==> src/rtl/fifo_skew_scheduler_pkg.sv <==
// fifo_skew_scheduler_pkg: shared state enum and default sizes for the skew scheduler
package DEFINE_PKG;
  typedef enum logic [1:0] {IDLE, RUN, DONE} SKEW_SCHED_STATE_t;
  localparam int SA_NUM_ROWS = 4;
  localparam int SA_K_W = 8;
endpackage

==> src/rtl/fifo_skew_scheduler_window.sv <==
// skew_window: per-row activity window, row i active for cyc in [i, i+k_q)
module skew_window
  import DEFINE_PKG::*;
#(
  parameter int NUM_ROWS = SA_NUM_ROWS,
  parameter int K_W = SA_K_W,
  parameter int CNT_W = $clog2(2 ** K_W + NUM_ROWS)
) (
  input  logic [CNT_W-1:0]    cyc,
  input  logic [K_W-1:0]      k_q,
  output logic [NUM_ROWS-1:0] active
);
  for (genvar i = 0; i < NUM_ROWS; i++) begin : g_row
    assign active[i] = (cyc >= CNT_W'(i)) && (cyc < CNT_W'(i) + CNT_W'(k_q));
  end
endmodule

==> src/rtl/fifo_skew_scheduler.sv <==
// fifo_skew_scheduler: skewed row-FIFO read sequencer; FIFO_SKEW_SCHED_STALL_CNT_EN adds stall_cnt
module fifo_skew_scheduler
  import DEFINE_PKG::*;
#(
  parameter int NUM_ROWS = SA_NUM_ROWS,
  parameter int K_W = SA_K_W
) (
  input  logic                clk,
  input  logic                rst,
  input  logic                start,
  input  logic [K_W-1:0]      k_len,
  input  logic                hold,
  input  logic [NUM_ROWS-1:0] fifo_empty,
  output logic [NUM_ROWS-1:0] rd_en,
  output logic                busy,
  output logic                done,
`ifdef FIFO_SKEW_SCHED_STALL_CNT_EN
  output logic                stall,
  output logic [15:0]         stall_cnt
`else
  output logic                stall
`endif
);
  localparam int CNT_W = $clog2(2 ** K_W + NUM_ROWS);
  SKEW_SCHED_STATE_t state_q;
  logic [CNT_W-1:0] cyc_q;
  logic [K_W-1:0] k_q;
  logic [NUM_ROWS-1:0] active;
  logic run, last;
  skew_window #(.NUM_ROWS(NUM_ROWS), .K_W(K_W), .CNT_W(CNT_W)) u_win (
    .cyc(cyc_q),
    .k_q(k_q),
    .active(active)
  );
  assign run = state_q == RUN;
  assign stall = run & (hold | |(active & fifo_empty));
  assign rd_en = (run & ~stall) ? active : '0;
  assign last = cyc_q == CNT_W'(k_q) + CNT_W'(NUM_ROWS - 2);
  assign busy = state_q != IDLE;
  assign done = state_q == DONE;
  always_ff @(posedge clk or posedge rst) begin
    if (rst) begin
      state_q <= IDLE;
      cyc_q <= '0;
      k_q <= '0;
    end else if (state_q == IDLE) begin
      if (start) begin
        state_q <= (k_len == '0) ? DONE : RUN;
        cyc_q <= '0;
        k_q <= k_len;
      end
    end else if (run) begin
      if (!stall) begin
        cyc_q <= cyc_q + CNT_W'(1);
        if (last) state_q <= DONE;
      end
    end else begin
      state_q <= IDLE;
    end
  end
`ifdef FIFO_SKEW_SCHED_STALL_CNT_EN
  always_ff @(posedge clk or posedge rst) begin
    if (rst) stall_cnt <= '0;
    else if (state_q == IDLE && start) stall_cnt <= '0;
    else if (stall && stall_cnt != 16'hFFFF) stall_cnt <= stall_cnt + 16'd1;
  end
`endif
endmodule

==> config.mk <==
export PLATFORM = sky130hd
export DESIGN_NAME = fifo_skew_scheduler
export DESIGN_NICKNAME = d
export VERILOG_FILES = /design/src/rtl/fifo_skew_scheduler_pkg.sv /design/src/rtl/fifo_skew_scheduler_window.sv /design/src/rtl/fifo_skew_scheduler.sv
export SDC_FILE = /design/constraint.sdc
export NUM_CORES = 1
export LEC_CHECK = 0
export CORE_ASPECT_RATIO = 1.4
export CORE_MARGIN = 5
export CORE_UTILIZATION = 56
export CTS_CLUSTER_DIAMETER = 120
export DETAILED_ROUTE_END_ITERATION = 10
export PLACE_DENSITY = 0.79
export SETUP_SLACK_MARGIN = 0.3
export SYNTH_ARGS = -nofsm -noshare
export SYNTH_HDL_FRONTEND = slang
export SYNTH_SLANG_ARGS = --single-unit
==> constraint.sdc <==
create_clock -name clk -period 11.2 [get_ports clk]
set_input_delay 3.36 -clock clk [delete_from_list [all_inputs] [get_ports clk]]
set_output_delay 3.36 -clock clk [all_outputs]
set_load 0.05 [all_outputs]
==> qor.csv <==
metric,value,unit
outcome,"complete, no violations",
worstPathMaxFanout,4,
mappedNetlistNets,304,
synthesis.area,0.00206,mm²
worst_path_setup_slack_after_routing,2.27,ns
layout_cell_share_with_drive_strength_beyond_1,0.0260,
yosysWarnings,0,
detailedPlace.worstSlack,2.29,ns
grt_antenna_before_repair,0,
reg2reg_slack,7.42,ns
routed_wl,5.24,mm
portBuffers,22,
clk_path_buf_depth,2,
most_frequent_cells_in_the_layout,"sky130_fd_sc_hd__ha_1 (40), sky130_fd_sc_hd__nand2_1 (30), sky130_fd_sc_hd__clkdlybuf4s50_1 (22), sky130_fd_sc_hd__dfrtp_1 (19), sky130_fd_sc_hd__inv_1 (17)",
grt_overflow_total,0,
ioPinCount,23,
final.period_utilization,0.797,
fin_nets,326,
worst_setup_path_start_kind,input port,
critical_path_class,input port to primary output,
max-vdd-ir-drop,160,µV
tritoncts,built,
max-cap-violations,0,
cts_buffers,3,
maxSlewViolCount,0,
holdBufCountCts,0,
cellLeakagePower,1.05,nW
drt.antenna.violating_nets,0,
grt_util_all_layers,0.229,
route.detailed.drc,0,
clock_tree.htree_level_count,1,
vias,1952,
die_area,0.00502,mm²
place.detailed.hpwl,4.14,mm
timing.setup.tns,0,ns
chipWidth,61.3,µm
syn-instance-count,248,
clock_latency,0.26,ns
diodes,0,
timing.slew.headroom,0.522,
cts_resized,0,
synth_area_per_cell,8.32,µm²
number_of_setup_violations_in_the_final_report,0,
cts.reportedPaths.clkPinSlew,0.08,ns
layout.cells.most_common,sky130_fd_sc_hd__ha_1,
numPlacedInstances,307,
global_route_wire_length_before_repair,8.70,mm
sum_of_internal_switching_and_leakage_power,0.583,mW
dieHeight,81.8,µm
core.rowCount,26,
finalHoldWorstSlack,0.655,ns
maximum_frequency_from_static_timing_analysis,0.112,GHz
clockRootBuffer,sky130_fd_sc_hd__clkbuf_8,
synth_seq_area_share,0.230,
worst_hold_path_type,flip-flop to flip-flop,
least_margin_pin_slew,0.717,ns
placed_cell_area,0.00231,mm²
maximum_number_of_pins_on_one_net_before_global_route_repair,21,
detail_route.iter0.violations,60,
core-area,0.00361,mm²
drt_pre_antenna_iters,4,
avgRoutedWirePerCell,16.9,µm
syn2layout_area_growth,14.1,%
gp_routability_congestion,0.851,
cp-end-kind,primary output,
report.final.hold_viol_count,0,
grt_pass1_vias,1983,
clk_skew,0.00424,ns
power_per_cell_area,248,mW/mm²
synth_cell_types,41,
grt_setup_unrepaired,no,
worstPathArrival,5.57,ns
postCtsSetupBuffers,0,
design_area,0.00236,mm²
period_minus_ws_final,8.93,ns
effective_utilization_at_floorplan,0.572,
cts.sink_count,19,
layout.core_utilization,0.652,
timing.critical_path.required,7.84,ns
synth-seq-cells,19,
routed_vias_inst,6.28,
post_layout_instance_count_excluding_filler_cells,311,
## where the power goes
group / switching, mW / leakage, nW / total [mW] / internal, mW
Clock: 0.0235 / 0.0255 / 0.0482 / 0.0247
Sequential: 0.0548 / 0.241 / 0.147 / 0.0920
Combinational: 0.225 / 0.782 / 0.388 / 0.163
Total: 0.304 / 1.05 / 0.583 / 0.279
## synthesized netlist by cell type (all sizes together)
master,count,share of area
ha,40,0.24
nand2,30,0.055
dfrtp,19,0.23
inv,17,0.031
o21ai,16,0.039
xnor2,16,0.068
nand3,13,0.032
a21oi,12,0.029
nor2,12,0.022
nor3,9,0.022
nor4,7,0.032
o211ai,5,0.018
a211oi,4,0.015
a21o,3,0.011
and3,3,0.0091
and4,3,0.014
clkbuf,3,0.0055
nand2b,3,0.0091
nor2b,3,0.0091
or3,3,0.0091
and2,2,0.0061
buf,2,0.0079
clkinv,2,0.0036
mux2i,2,0.0097
nand3b,2,0.0073
nand4,2,0.0061
nand4b,2,0.0085
o2bb2ai,2,0.0085
o311ai,2,0.0085
o31ai,2,0.0073
a31oi,1,0.0030
o21a,1,0.0036
o21bai,1,0.0036
o221ai,1,0.0042
o41ai,1,0.0042
or4,1,0.0036
xor2,1,0.0042
## worst max-delay path: stages
cell and delay [ns]:
sky130_fd_sc_hd__clkdlybuf4s50_1 0.40, sky130_fd_sc_hd__and4_4 0.15, sky130_fd_sc_hd__nor3_1 0.35, sky130_fd_sc_hd__nand2_1 0.23, sky130_fd_sc_hd__nor3_1 0.23, sky130_fd_sc_hd__clkdlybuf4s50_1 0.85
## registers in the layout (all words and copies together), names as in the netlist
register  count
k_q           8
state_q       2
cyc_q         9
## worst paths after layout
kind / startpoint / endpoint / depth (start not counted)
min in group asynchronous: rst / cyc_q[4] / 2
min reg2reg: state_q[1] / cyc_q[1] / 3
max: fifo_empty[1] / rd_en[0] / 6
max reg2reg: k_q[3] / cyc_q[6] / 12
min: state_q[1] / cyc_q[1] / 3
max in group asynchronous: rst / k_q[2] / 2
## cell families (layout without fill, tap and decap cells)
kind of cell	count (synthesis)	count (layout)	share of synthesized area
and+or+nand+nor	95	95	0.243
AOI/OAI and AO/OA	51	51	0.155
adders and majority gates	40	40	0.242
buffers and inverters	24	45	0.0479
DFF	19	19	0.230
xor gates and xnor gates	17	17	0.0721
muxes	2	2	0.00970
## routing by layer
layer | GRT usage | wire length, µm | share of wire | vias to the layer above
met1 | 0.267 | 2140 | 0.41 | 932
met2 | 0.400 | 2720 | 0.52 | 61
li1 | - | - | - | 943
met5 | 0 | 0 | 0 | -
met3 | 0.0220 | 200 | 0.038 | 16
met4 | 0.117 | 184 | 0.035 | 0
## cell type report
type | count | area, µm²
Tap cell | 42 | 52.6
Sequential cell | 19 | 475
Fill cell | 328 | 1250
Timing Repair Buffer | 22 | 220
Multi-Input combinational cell | 205 | 1490
Clock buffer | 3 | 41.3
Clock inverter | 1 | 5.00
Inverter | 19 | 71.3
No activity file was read; power rests on OpenSTA's default activity.
